[src/rtl/pwm_pkg.sv]
// Shared types and defaults for the PWM generator/capture pair.
package pwm_pkg;

  localparam int PWM_INTERVAL = 1200;

  typedef enum logic [1:0] {
    WAIT  = 2'd0,
    HIGH  = 2'd1,
    LOW   = 2'd2,
    STUCK = 2'd3
  } cap_state_t;

endpackage

[src/rtl/pwm_sync.sv]
// Input conditioning for pwm_capture: 2-flop synchronizer, optional glitch
// filter (PWM_CAPTURE_GLITCH_FILTER_EN) and rise/fall detection.
module pwm_sync (
  input  logic clk,
  input  logic rst,
  input  logic pwm_in,
  output logic s,
  output logic rise,
  output logic fall
);

  logic [1:0] sync;
  logic       prev;

  always_ff @(posedge clk or posedge rst) begin
    if (rst) sync <= 2'b00;
    else     sync <= {sync[0], pwm_in};
  end

`ifdef PWM_CAPTURE_GLITCH_FILTER_EN
  localparam int WARM = 4;
  logic pend;

  // s follows the synchronized input only after two consecutive differing samples
  always_ff @(posedge clk or posedge rst) begin
    if (rst) begin
      s    <= 1'b0;
      pend <= 1'b0;
    end else if (sync[1] != s) begin
      if (pend) begin
        s    <= sync[1];
        pend <= 1'b0;
      end else begin
        pend <= 1'b1;
      end
    end else begin
      pend <= 1'b0;
    end
  end
`else
  localparam int WARM = 2;
  assign s = sync[1];
`endif

  logic [WARM-1:0] warm;

  // prev is held at 1 until s reflects the pin, so a pin high at reset release is not a rise
  always_ff @(posedge clk or posedge rst) begin
    if (rst) begin
      warm <= '0;
      prev <= 1'b1;
    end else begin
      warm <= {warm[WARM-2:0], 1'b1};
      prev <= warm[WARM-1] ? s : 1'b1;
    end
  end

  assign rise = s & ~prev;
  assign fall = ~s & prev;

endmodule

[src/rtl/pwm_capture.sv]
// Measures period and high time of an external PWM input and flags a stuck pin.
// Optional glitch filter in pwm_sync enabled by PWM_CAPTURE_GLITCH_FILTER_EN.
module pwm_capture #(
  parameter int PWM_INTERVAL = pwm_pkg::PWM_INTERVAL,
  parameter int MAX_PERIOD   = 2 * PWM_INTERVAL,
  parameter int CW           = $clog2(MAX_PERIOD + 1)
) (
  input  logic          clk,
  input  logic          rst,
  input  logic          pwm_in,
  output logic [CW-1:0] period,
  output logic [CW-1:0] duty,
  output logic          valid,
  output logic          stuck,
  output logic          level
);

  import pwm_pkg::*;

  localparam logic [CW-1:0] CNT_MAX = CW'(MAX_PERIOD);

  cap_state_t    state;
  logic [CW-1:0] cnt;
  logic [CW-1:0] hcnt;
  logic          s;
  logic          rise;
  logic          fall;
  logic          at_max;

  pwm_sync u_sync (
    .clk    (clk),
    .rst    (rst),
    .pwm_in (pwm_in),
    .s      (s),
    .rise   (rise),
    .fall   (fall)
  );

  assign at_max = (cnt == CNT_MAX);

  always_ff @(posedge clk or posedge rst) begin
    if (rst)          cnt <= '0;
    else if (rise)    cnt <= CW'(1);
    else if (!at_max) cnt <= cnt + 1'b1;
  end

  // Timeout takes priority over any edge event except a rise
  always_ff @(posedge clk or posedge rst) begin
    if (rst) begin
      state  <= WAIT;
      hcnt   <= '0;
      period <= '0;
      duty   <= '0;
      valid  <= 1'b0;
      stuck  <= 1'b0;
      level  <= 1'b0;
    end else begin
      valid <= 1'b0;
      level <= s;
      if (state != STUCK && at_max && !rise) begin
        state <= STUCK;
        stuck <= 1'b1;
      end else begin
        case (state)
          WAIT: if (rise) state <= HIGH;
          HIGH: if (fall) begin
            hcnt  <= cnt;
            state <= LOW;
          end
          LOW: if (rise) begin
            period <= cnt;
            duty   <= hcnt;
            valid  <= 1'b1;
            state  <= HIGH;
          end
          STUCK: if (rise) begin
            stuck <= 1'b0;
            state <= HIGH;
          end
          default: state <= WAIT;
        endcase
      end
    end
  end

endmodule
[config.mk]
export PLATFORM = sky130hd
export DESIGN_NAME = pwm_capture
export DESIGN_NICKNAME = d
export VERILOG_FILES = /design/src/rtl/pwm_pkg.sv /design/src/rtl/pwm_sync.sv /design/src/rtl/pwm_capture.sv
export SDC_FILE = /design/constraint.sdc
export NUM_CORES = 1
export LEC_CHECK = 0
export ABC_AREA = 0
export ABC_CLOCK_PERIOD_IN_PS = 2300
export BUFFER_PORTS_ARGS = -buffer_cell sky130_fd_sc_hd__buf_2
export CAP_MARGIN = 10
export CORE_UTILIZATION = 40
export DETAILED_ROUTE_END_ITERATION = 12
export MAX_ROUTING_LAYER = met4
export SYNTH_ARGS = -nofsm -noshare
export SYNTH_HDL_FRONTEND = slang
export SYNTH_SLANG_ARGS = --single-unit
[constraint.sdc]
create_clock -name clk -period 2.3 [get_ports clk]
set_clock_uncertainty 0.05 [all_clocks]
set_input_delay 0.46 -clock clk [delete_from_list [all_inputs] [get_ports clk]]
set_output_delay 0.46 -clock clk [all_outputs]
set_load 0.03 [all_outputs]
; After elaboration in Yosys (flattened, before gate mapping)
; Cells that the tools add are included.
[classes]
eq_ne = 8
order_cmp = 0
multipliers = 0
n_reduce_logical = 11
div = 0
bitwise_logic = 5
n_shift = 0
addsub = 1
mux = 13
[op_table]
columns = operator, n
row1 = 12-bit two-way mux, 2
row2 = 12-bit by 1-bit adder with 12-bit output (second input constant), 1
row3 = 12-bit equality test (second input constant), 1
row4 = 1-bit two-way mux, 7
row5 = 2-bit two-way mux, 3
row6 = 3-bit AND reduction, 2
row7 = 2-bit equality test (second input constant), 2
row8 = 2-bit inequality test (second input constant), 2
row9 = 2-bit one-hot mux with 2 select lines, 1
row10 = 2-bit AND reduction, 2
row11 = 2-bit nonzero test, 2
row12 = 3-bit by 1-bit inequality test with 1-bit output (second input constant), 1
row13 = 3-bit inequality test (second input constant), 1
row14 = 1-bit inverter, 3
row15 = 3-bit OR reduction, 1
row16 = 1-bit bitwise AND, 2
row17 = 2-bit by 1-bit equality test with 1-bit output (second input constant), 1
row18 = 1-bit logical AND, 2
row19 = 2-bit logical NOT, 1
row20 = 1-bit logical NOT, 1
[word_totals]
mem_count = 0
reg_bits = 58
in_bits = 3
mem_bits_ro = 0
elab_cells = 49
out_inout_bits = 27
latchBits = 0
ramBits = 0

; Depth between registers and ports, before layout
; Gate-level depths: netlist (run 1).
[logic_depth]
ltp_word = 6
ltp_mapped = 6
ltp_nobuf = 5

; Modules after synthesis
; Synthesis (run 1) repeated with hierarchy kept, for this count alone.
[unflattened]
cells_unflattened = 195
hier_area_um2 = 2359.8
[by_module_without_submodules]
columns = module, cells_each, area_per_inst_um2, n_inst, seq_area_each_um2
row1 = pwm_capture, 185, 2207.1, 1, 1326.3
row2 = pwm_sync, 10, 152.6, 1, 126.4

; Worst setup path after synthesis (run 1)
; OpenSTA, ideal clock, no wires.
[synth_path]
path_kind = register to register
start = reg cnt[3]
end = reg hcnt[0]
path_stages_with_launch = 6
setup_slack_ns = 0.524
path_buffers = 2
period_less_slack_ns = 1.776
t_arrival_ns = 1.601
path_cell_list = dfrtp_1 -> buf_6 -> or3_4 -> o31ai_4 -> buf_4 -> mux2_2
[synth_between]
elab_chain_len = 5
[synth_lines]
columns = element, line_no
row1 = from (decl), pwm_capture.sv:23  ; logic [CW-1:0] cnt;
row2 = from (signal assigned), pwm_capture.sv:44  ; else if (!at_max) cnt <= cnt + 1'b1;
row3 = 12-bit equality test, pwm_capture.sv:39  ; assign at_max = (cnt == CNT_MAX);
row4 = 1-bit logical AND (2 in series), pwm_capture.sv:60  ; if (state != STUCK && at_max && !rise) begin
row5 = 1-bit inverter (no line), --
row6 = 3-bit AND reduction (no line), --
row7 = to (signal assigned), pwm_capture.sv:67  ; hcnt <= cnt;
row8 = to (decl), pwm_capture.sv:24  ; logic [CW-1:0] hcnt;
; Every way passes these cells.
; A chain may end at the register's enable or synchronous reset.

; Final worst setup path (run 1)
[layout_path]
start = reg cnt[0]
end = reg hcnt[1]
; The elaborated chain is that of the path after synthesis.

==> metrics.txt, run 1 <==
kind of end point of the critical path flip-flop; type of the setup path with the least slack flip-flop to flip-flop; setup_tns 0 ps; dominant combinational cell family by area after synthesis multiplexers; number of cell rows 27; H-tree depth 3; Clock Pin Slew Worst Setup and Hold Paths 60 ps; PwrDens 1020 nW/um^2; Final Routed Wirelength 4260 um; top cell type's share of synthesized area 60.1%; critical-path cell list inv_1, ha_1, nand4b_1, o31ai_4, mux2_2; number of max-cap violations 0; RD Place Congestion 0.859; floorplan die area 6240 um^2; mean instance size in the synthesized netlist 13.6 um^2; Max transition margin 63.8%; width of the die 79.0 um; unrepaired setup endpoints after global routing no; standard cell core area 5610 um^2; number of unique standard cell types used by synthesis 37; post-detailed-route wirelength per cell 15.0 um; total iterations of the first detailed-routing run 4; antenna violations before repair 0; final setup vio count 0; largest net degree at the start of global routing 26; Mapped Nets 179; most instantiated cells after synthesis sky130_fd_sc_hd__dfrtp_1 (57), sky130_fd_sc_hd__mux2_2 (30), sky130_fd_sc_hd__a21oi_1 (7), sky130_fd_sc_hd__nand2_1 (7), sky130_fd_sc_hd__o21ai_0 (7); cell with the largest stage delay on the worst path sky130_fd_sc_hd__o31ai_4; proportion of synthesized area in mux cells 14.7%; result of the run completed; required time of the worst setup path 2460 ps; number of vias in the routed layout 1493; library cell used as clock root buffer sky130_fd_sc_hd__clkbuf_8; leading cell type by number of instances after synthesis sky130_fd_sc_hd__dfrtp_1; number of flops mapped to enable cells by yosys 0; vias in the first global route 1497; YS warnings 0; Peak VDD IR 0.755 mV; first-iteration detailed-routing DRC count 103; Slew Viols, Final 0; post-detailed-placement half-perimeter wirelength 2920 um; Post-route DRC 0; synthesized-area fraction occupied by ao, oa, aoi and oai cells 9.18%; Async SR Flop Fraction 100%; cell area after technology mapping 2370 um^2; highest clock rate 484 MHz; crit path setup slack, layout 232 ps; transition time at the pin with the least slew margin 544 ps; xor and xnor area share after synthesis 0.738%; GR Overflow Total 0; post-layout total power 2.82 mW; post-synthesis adder-cell area fraction 1.05%; hold violation total from the final report 0; Boundary Pins 30; Initial Util 42.3%; fill cell count 523; global-route wire length before repair 7380 um; number of nets with antenna violations after detailed routing 0; CP bufs+invs 1; post-layout min period 2070 ps; post_cts resized 0; number of synthesized register bits 58; Setup WS pre-CTS 252 ps; number of CTS-inserted buffers 9; Diodes inserted 0; vertical die dimension 79.0 um; top cell type by total area after synthesis sky130_fd_sc_hd__dfrtp_1; CTS hold repair buffers 0; layout net count 214; final clock period utilization by the worst path 89.9%; fraction of layout instances using a drive strength above 1 39.9%; largest stage delay on the critical path 560 ps; number of port buffers 29; leakage component of the power 1.35 nW; CTS tree done; sequential element share of the synthesized area 61.2%; worst-case clock buffer depth 2; CP top delay family compound AO/OA/AOI/OAI gates; data arrival time of the critical path 2230 ps; layout overhead on the synthesized area 16.8%; path category of the worst min-delay check input port to async pin; global-route usage over all layers 16.1%; Post-CTS Setup Inserts 0; main area contributors after synthesis sky130_fd_sc_hd__dfrtp_1 (60%), sky130_fd_sc_hd__mux2_2 (14%), sky130_fd_sc_hd__a22o_1 (1.8%), sky130_fd_sc_hd__o31ai_1 (1.6%), sky130_fd_sc_hd__a21oi_1 (1.5%); Sinks on Clock Net 58; most frequently used flop master after synthesis sky130_fd_sc_hd__dfrtp_1; post-synthesis simple-gate area fraction 9.49%; number of instances in the synthesized netlist 174; via density per instance 5.24; maximum fanout along the worst path 12; category of the worst setup path launch point flip-flop; Skew-Pair Late Insertion Delay 330 ps
==> state kept, by name (all words and copies together) (netlist names) <==
register     count
u_sync.warm      2
valid            1
duty            12
cnt             12
u_sync.sync      2
stuck            1
hcnt            12
u_sync.prev      1
state            2
level            1
period          12
==> final cells by class <==
type                            count  area, um^2  share of cell area (%)
Sequential cell                    58        1450                    52.4
Multi-Input combinational cell    102         843                    30.4
Clock buffer                       14         183                    6.59
Timing Repair Buffer               33         175                    6.32
Tap cell                           72        90.1                    3.25
Inverter                            5        18.8                   0.678
Clock inverter                      1        7.51                   0.271
==> report_power, final <==
group	internal, mW	leakage (nW)	switching (mW)	total, mW
sequential	1.20	0.769	0.163	1.36
combinational	0.247	0.489	0.346	0.593
clock	0.503	0.0948	0.367	0.870
==> layout by cell type (no fill, tap or decap), types with 5 or more instances in the layout <==
cell type                  count
sky130_fd_sc_hd__a22o_1        5
sky130_fd_sc_hd__mux2_2       30
sky130_fd_sc_hd__o21ai_0       7
sky130_fd_sc_hd__o31ai_1       5
sky130_fd_sc_hd__buf_2        29
sky130_fd_sc_hd__dfrtp_1      57
sky130_fd_sc_hd__a21oi_1       7
sky130_fd_sc_hd__nand2_1       7
sky130_fd_sc_hd__clkbuf_8     13
==> worst paths after layout <==
check / start / endpoint / slack (ps) / cells after the start
min in group clk: pwm_in / u_sync.sync[0]$_DFF_PP0_ / 190 / 1
max in group asynchronous: rst / duty[7]$_DFFE_PP0P_ / 1460 / 3
setup / recovery: cnt[0]$_DFFE_PP0P_ / hcnt[1]$_DFFE_PP0P_ / 230 / 5
hold reg to reg: u_sync.sync[0]$_DFF_PP0_ / u_sync.sync[1]$_DFF_PP0_ / 300 / 0
setup reg to reg: cnt[0]$_DFFE_PP0P_ / hcnt[1]$_DFFE_PP0P_ / 230 / 5
hold / removal: rst / level$_DFF_PP0_ / 80 / 2
==> worst reg2reg max path, delay by kind of cell (launching register included) <==
kind	cells	cell delay (ps)
AO/OA/AOI/OAI	1	560
adder cells (fa/ha/maj)	1	160
buffers and inverters	1	110
flip-flops	1	460
multiplexers	1	400
AND/OR/NAND/NOR	1	210
==> cell families after synthesis <==
family | Yosys count
DFF | 58
and+or+nand+nor | 36
muxes | 31
AOI/OAI and AO/OA | 30
buffers and inverters | 14
adders and majority gates | 2
xor gates and xnor gates | 2
other | 1
==> through the flow <==
| step | hold slack, ps | utilization, % | cell area, um^2 | instances |
|---|---|---|---|---|
| finish | 79.4 | 49.4 | 2770 | 285 |
| CTS | 86.7 | 49.4 | 2770 | 285 |
| detailed placement | 289 | 46.0 | 2580 | 270 |
| global placement | 283 | 46.0 | 2580 | 270 |
| global route | 116 | 49.4 | 2770 | 285 |
| floorplan | 281 | - | 2370 | 174 |
==> per-layer routing <==
metal / vias to the layer above / wire (um) / GRT usage, %
met4: 0 / 53 / 7.09
met1: 751 / 2090 / 21.7
met2: 32 / 1880 / 22.4
li1: 705 / - / -
met3: 5 / 230 / 5.06
met5: - / 0 / -
Note: power is estimated with default switching activity, not from simulation.
==> inputs of run 2 (changes only) <==
--- a/config.mk
+++ b/config.mk
@@ -6,12 +6,13 @@
 export NUM_CORES = 1
 export LEC_CHECK = 0
 export ABC_AREA = 0
-export ABC_CLOCK_PERIOD_IN_PS = 2300
+export ABC_CLOCK_PERIOD_IN_PS = 1700
 export BUFFER_PORTS_ARGS = -buffer_cell sky130_fd_sc_hd__buf_2
 export CAP_MARGIN = 10
 export CORE_UTILIZATION = 40
 export DETAILED_ROUTE_END_ITERATION = 12
 export MAX_ROUTING_LAYER = met4
+export RECOVER_POWER = 50
 export SYNTH_ARGS = -nofsm -noshare
 export SYNTH_HDL_FRONTEND = slang
 export SYNTH_SLANG_ARGS = --single-unit
==> constraint.sdc (replaced) <==
create_clock -name clk -period 1.7 [get_ports clk]
set_clock_uncertainty 0.05 [all_clocks]
set_input_delay 0.34 -clock clk [delete_from_list [all_inputs] [get_ports clk]]
set_output_delay 0.34 -clock clk [all_outputs]
set_load 0.03 [all_outputs]
==> run 2 against run 1 <==
  * Global-route usage grew 0.70 points
  * First-iteration DRC count shrank 17%
  * Cell count grew 8.1%
  * Final area grew 8.9%
  * Critical path depth is the same
  * Largest power group unchanged
  * Via count grew 7.6%
  * Utilization grew 4.4 points
  * Critical path type unchanged
  * Combinational power grew 79%
==> metrics.txt, run 2 (same netlist as run 1, synthesis figures left out) <==
Skew-Pair Late Insertion Delay 330 ps; category of the worst setup path launch point flip-flop; RD Place Congestion 0.802; result of the run completed; vias in the first global route 1570; PwrDens 1360 nW/um^2; critical-path cell list buf_4, ha_1, nand4_1, or4_1, a21oi_1; number of max-cap violations 0; highest clock rate 590 MHz; Max transition margin 6.65%; number of port buffers 29; Clock Pin Slew Worst Setup and Hold Paths 60 ps; number of cell rows 27; CTS tree done; global-route wire length before repair 7540 um; Post-route DRC 0; vertical die dimension 79.0 um; final clock period utilization by the worst path 99.7%; antenna violations before repair 0; total iterations of the first detailed-routing run 4; library cell used as clock root buffer sky130_fd_sc_hd__clkbuf_8; layout net count 237; most common cell after layout, fill and taps aside sky130_fd_sc_hd__dfrtp_1; setup_tns 0 ps; final setup vio count 0; number of CTS-inserted buffers 9; H-tree depth 3; flip-flop and latch area 1450 um^2; fraction of layout instances using a drive strength above 1 47.5%; unrepaired setup endpoints after global routing yes; switching power of the nets 1.24 mW; post-layout total power 4.10 mW; maximum fanout along the worst path 6; Initial Util 42.3%; standard cell core area 5610 um^2; number of nets with antenna violations after detailed routing 0; type of the setup path with the least slack flip-flop to flip-flop; switching share of power 30.1%; relative contribution of sequential cells to total power 42.7%; largest stage delay on the critical path 480 ps; GR Overflow Total 0; Boundary Pins 30; Sinks on Clock Net 58; leakage component of the power 1.50 nW; clock share of power 31.5%; Slew Viols, Final 0; required time of the worst setup path 1910 ps; data arrival time of the critical path 1910 ps; worst-case clock buffer depth 2; cell with the largest stage delay on the worst path sky130_fd_sc_hd__or4_1; proportion of power drawn by combinational gates 25.8%; hold violation total from the final report 0; first-iteration detailed-routing DRC count 85; largest net degree at the start of global routing 31; post-layout min period 1690 ps; post-detailed-placement half-perimeter wirelength 3120 um; Final Routed Wirelength 4620 um; Peak VDD IR 1.02 mV; kind of end point of the critical path flip-flop; Diodes inserted 0; fill cell count 515; transition time at the pin with the least slew margin 1400 ps; width of the die 79.0 um; Pint 2.86 mW; via density per instance 5.22; CTS hold repair buffers 0; combined area of the multi-input logic cells 886 um^2; commonest cells after routing, fill and taps aside sky130_fd_sc_hd__dfrtp_1 (57), sky130_fd_sc_hd__buf_2 (29), sky130_fd_sc_hd__mux2_2 (24); floorplan die area 6240 um^2; global-route usage over all layers 16.9%; layout overhead on the synthesized area 27.1%; post-detailed-route wirelength per cell 15.0 um; path category of the worst min-delay check input port to flip-flop; number of vias in the routed layout 1607
run 2: changes by cell type in the layout (fill, tap and decap cells not counted), moves of 2 or more:
cell	delta
sky130_fd_sc_hd__buf_12	+2
sky130_fd_sc_hd__buf_4	+18
sky130_fd_sc_hd__mux2_4	+6
sky130_fd_sc_hd__inv_1	-2
sky130_fd_sc_hd__clkbuf_1	+2
sky130_fd_sc_hd__mux2_2	-6
run 2: path summary, 6_finish.rpt:
kind                                          start                  endpoint  slack (ps)  cells past startpoint
max                              cnt[0]$_DFFE_PP0P_       cnt[10]$_DFFE_PP0P_           5                      5
min                                          pwm_in  u_sync.sync[0]$_DFF_PP0_          60                      1
max reg2reg                      cnt[0]$_DFFE_PP0P_       cnt[10]$_DFFE_PP0P_           5                      5
min reg2reg                u_sync.warm[0]$_DFF_PP0_  u_sync.warm[1]$_DFF_PP0_         300                      0
max in group asynchronous                       rst      hcnt[10]$_DFFE_PP0P_         320                      3
min in group asynchronous                       rst           level$_DFF_PP0_         200                      3
run 2: repair_timing:
action | CTS | global route
pin swaps | 3 | 1
endpoints found under the setup margin | 11 | 13
setup buffers | 2 | 1
resized for setup | 5 | 9
run 2: power groups by stage:
stage | Combinational [mW] | Sequential, mW | Clock (mW)
2_1_floorplan | 0.453 | 2.00 | 0
3_3_place_gp | 0.992 | 1.75 | 0
3_5_place_dp | 1.01 | 1.77 | 0
4_1_cts | 1.04 | 1.75 | 1.32
5_1_grt | 1.14 | 1.78 | 1.37
6_report | 1.06 | 1.75 | 1.29
run 2: area by class of cell:
cell class,count,area share (%)
sequential,58,48.2
multi-input combinational,102,29.4
timing repair buffer,56,12.0
clock buffer,13,5.60
tap,72,2.99
clock inverter,2,1.16
inverter,5,0.664
run 2: metrics by stage:
stage               util (%)  worst slack (ps)  instance area [um^2]  instances  hold WS (ps)
floorplan                  -             -55.9                  2380        174           281
global placement        49.2             -18.1                  2760        290           282
detailed placement      49.2              -100                  2760        290           291
CTS                     53.4             -8.12                  2990        307          44.3
global route            53.8             -67.8                  3020        308          49.3
finish                  53.8              5.13                  3020        308          59.4
run 2: critical path, delay by kind of cell, from the launching register on:
kind	cells	cell delay, ps
compound gates	1	150
fa+ha+maj	1	180
buf+inv	1	180
flops	1	380
simple gates	2	690
run 2: layer usage:
| metal | global-route usage [%] | share of wire (%) | up-vias |
|---|---|---|---|
| li1 | - | - | 752 |
| met1 | 20.9 | 45 | 809 |
| met2 | 25.2 | 48 | 36 |
| met3 | 3.79 | 4.9 | 10 |
| met4 | 10.2 | 2.4 | 0 |
| met5 | - | 0 | - |
==> inputs of run 3 (changes only) <==
--- a/config.mk
+++ b/config.mk
@@ -5,13 +5,13 @@
 export SDC_FILE = /design/constraint.sdc
 export NUM_CORES = 1
 export LEC_CHECK = 0
-export ABC_AREA = 0
-export ABC_CLOCK_PERIOD_IN_PS = 1700
+export ABC_CLOCK_PERIOD_IN_PS = 1500
 export BUFFER_PORTS_ARGS = -buffer_cell sky130_fd_sc_hd__buf_2
 export CAP_MARGIN = 10
-export CORE_UTILIZATION = 40
+export CORE_UTILIZATION = 51
 export DETAILED_ROUTE_END_ITERATION = 12
 export MAX_ROUTING_LAYER = met4
+export PLACE_DENSITY = 0.74
 export RECOVER_POWER = 50
 export SYNTH_ARGS = -nofsm -noshare
 export SYNTH_HDL_FRONTEND = slang
==> constraint.sdc (replaced) <==
create_clock -name clk -period 1.5 [get_ports clk]
set_clock_uncertainty 0.05 [all_clocks]
set_input_delay 0.3 -clock clk [delete_from_list [all_inputs] [get_ports clk]]
set_output_delay 0.3 -clock clk [all_outputs]
set_load 0.03 [all_outputs]
==> run 3 against run 2 <==
  * The flow now finishes with violations (negative setup slack)
  * Total power increased by 34%
  * Worst setup slack got worse by 270 ps
  * Non-clock buffer count increased by 30
  * Sequential share of layout area decreased by 7.5 points
  * Maximum frequency decreased by 3.7%
  * Clock-buffer cell count decreased by 2
  * Utilization increased by 27 points
  * Worst hold slack got worse by 44 ps
  * Critical endpoint is now hcnt[11]$_DFFE_PP0P_
  * Highest routed layer unchanged
==> metrics.txt, run 3 (same netlist as run 1, synthesis figures left out) <==
Max transition margin 51.7%; vias in the first global route 1830; result of the run finished, violations left; number of vias in the routed layout 1812; Pint 3.85 mW; post-route core utilization 81.0%; final setup vio count 47; library cell used as clock root buffer sky130_fd_sc_hd__clkbuf_8; global-route usage over all layers 25.4%; Finished Layout Cells 319; commonest cells after routing, fill and taps aside sky130_fd_sc_hd__dfrtp_1 (57), sky130_fd_sc_hd__buf_4 (37), sky130_fd_sc_hd__mux2_4 (29); data arrival time of the critical path 1940 ps; crit path setup slack, layout -261 ps; CP bufs+invs 1; first-iteration detailed-routing DRC count 159; Clock Pin Slew Worst Setup and Hold Paths 70 ps; layout overhead on the synthesized area 50.6%; post-route design area 3570 um^2; Diodes inserted 0; clock share of power 33.2%; Peak VDD IR 1.38 mV; area of placed instances 2850 um^2; global-route wire length before repair 9090 um; placed insts 276; Initial Util 53.7%; start point of the critical path cnt[4]$_DFFE_PP0P_; antenna violations before repair 0; PwrDens 1530 nW/um^2; Post-route DRC 0; worst-case clock buffer depth 2; GR Overflow Total 0; number of CTS-inserted buffers 9; required time of the worst setup path 1680 ps; failing checks negative setup slack; switching power of the nets 1.63 mW; kind of end point of the critical path flip-flop; post-layout min period 1760 ps; Sinks on Clock Net 58; Final Routed Wirelength 6270 um; total iterations of the first detailed-routing run 4; CTS tree done; Setup WS pre-CTS -248 ps; unrepaired setup endpoints after global routing yes; path category of the worst min-delay check input port to flip-flop; width of the die 70.2 um; transition time at the pin with the least slew margin 725 ps; number of port buffers 29; worst r2r dst hcnt[11]$_DFFE_PP0P_; standard cell core area 4410 um^2; final clock period utilization by the worst path 117%; critical-path cell list or3_4, o31ai_4, buf_4, mux2_2; Register-to-Register Path Depth 4; via density per instance 5.68; vertical die dimension 70.2 um; Skew-Pair Late Insertion Delay 350 ps; layout net count 267; Slew Viols, Final 0; number of max-cap violations 0; floorplan die area 4930 um^2; proportion of power drawn by combinational gates 30.1%; critical register-to-register path startpoint cnt[4]$_DFFE_PP0P_; number of cells on the worst hold path 1; maximum fanout along the worst path 3; Worst Hold Launch pwm_in; endpoint with the worst hold slack u_sync.sync[0]$_DFF_PP0_; fraction of layout instances using a drive strength above 1 59.6%; Boundary Pins 30; number of cell rows 24; number of nets with antenna violations after detailed routing 0; highest clock rate 568 MHz; relative contribution of sequential cells to total power 36.7%; type of the setup path with the least slack flip-flop to flip-flop; R2R setup slack -260 ps; post-detailed-placement half-perimeter wirelength 3360 um; largest stage delay on the critical path 410 ps; CP top delay family simple AND/OR/NAND/NOR gates; RD Place Congestion 0.782; largest net degree at the start of global routing 59; H-tree depth 3; cell with the largest stage delay on the worst path sky130_fd_sc_hd__or3_4; leakage component of the power 1.76 nW; most common cell after layout, fill and taps aside sky130_fd_sc_hd__dfrtp_1; switching share of power 29.8%; category of the worst setup path launch point flip-flop; post-detailed-route wirelength per cell 19.7 um; hold violation total from the final report 0
[run 3: cell count changes in the layout (fill, tap and decap cells not counted), sizes merged]
cell / change
clkinv: +1
clkbuf: -3
dlygate4sd3: +1
bufinv: +2
buf: +30
[run 3: layout make-up]
cell class                      instances  area [um^2]
Clock buffer                           11          151
Clock inverter                          5          100
Fill cell                             226          841
Inverter                                5         22.5
Multi-Input combinational cell        102         1090
Sequential cell                        58         1450
Tap cell                               52         65.1
Timing Repair Buffer                   86          696
[run 3: timing repair]
| action | 4_1_cts | 5_1_grt |
|---|---|---|
| setup buffers | 7 | 18 |
| gates resized for setup | 24 | 33 |
| endpoints found under the setup margin | 28 | 48 |
| cloned | 2 | 0 |
| hold buffers | 1 | 0 |
| pin swaps | 9 | 14 |
| hold endpoints to repair | 57 | 0 |
[run 3: metal layers]
metal	up-vias	routed length [um]	track usage [%]
li1	811	-	-
met4	0	119	9.56
met5	-	0	-
met1	916	2520	32.0
met2	73	3280	39.4
met3	12	354	6.93
[run 3: power by group through the flow]
stage	clock network [mW]	registers, mW	logic [mW]
floorplan	0	2.27	0.575
global placement	0	2.00	1.21
detailed placement	0	2.02	1.23
CTS	1.83	2.00	1.36
global route	1.91	2.04	1.75
finish	1.82	2.01	1.65
[run 3: worst max path at each step]
stage,end,cells past startpoint
2_1_floorplan,hcnt[0]$_DFFE_PP0P_,5
3_3_place_gp,hcnt[6]$_DFFE_PP0P_,6
3_5_place_dp,hcnt[6]$_DFFE_PP0P_,6
4_1_cts,hcnt[11]$_DFFE_PP0P_,4
5_1_grt,hcnt[11]$_DFFE_PP0P_,4
6_report,hcnt[11]$_DFFE_PP0P_,4
[run 3: metrics by stage]
stage | hold slack, ps | total power, mW | TNS, ps
after floorplan | 281 | 2.85 | -2650
after global placement | 282 | 3.20 | -1600
after detailed placement | 285 | 3.25 | -2630
after CTS | 3.21 | 5.20 | -3320
after global routing | 4.62 | 5.70 | -7090
final | 15.7 | 5.48 | -5070
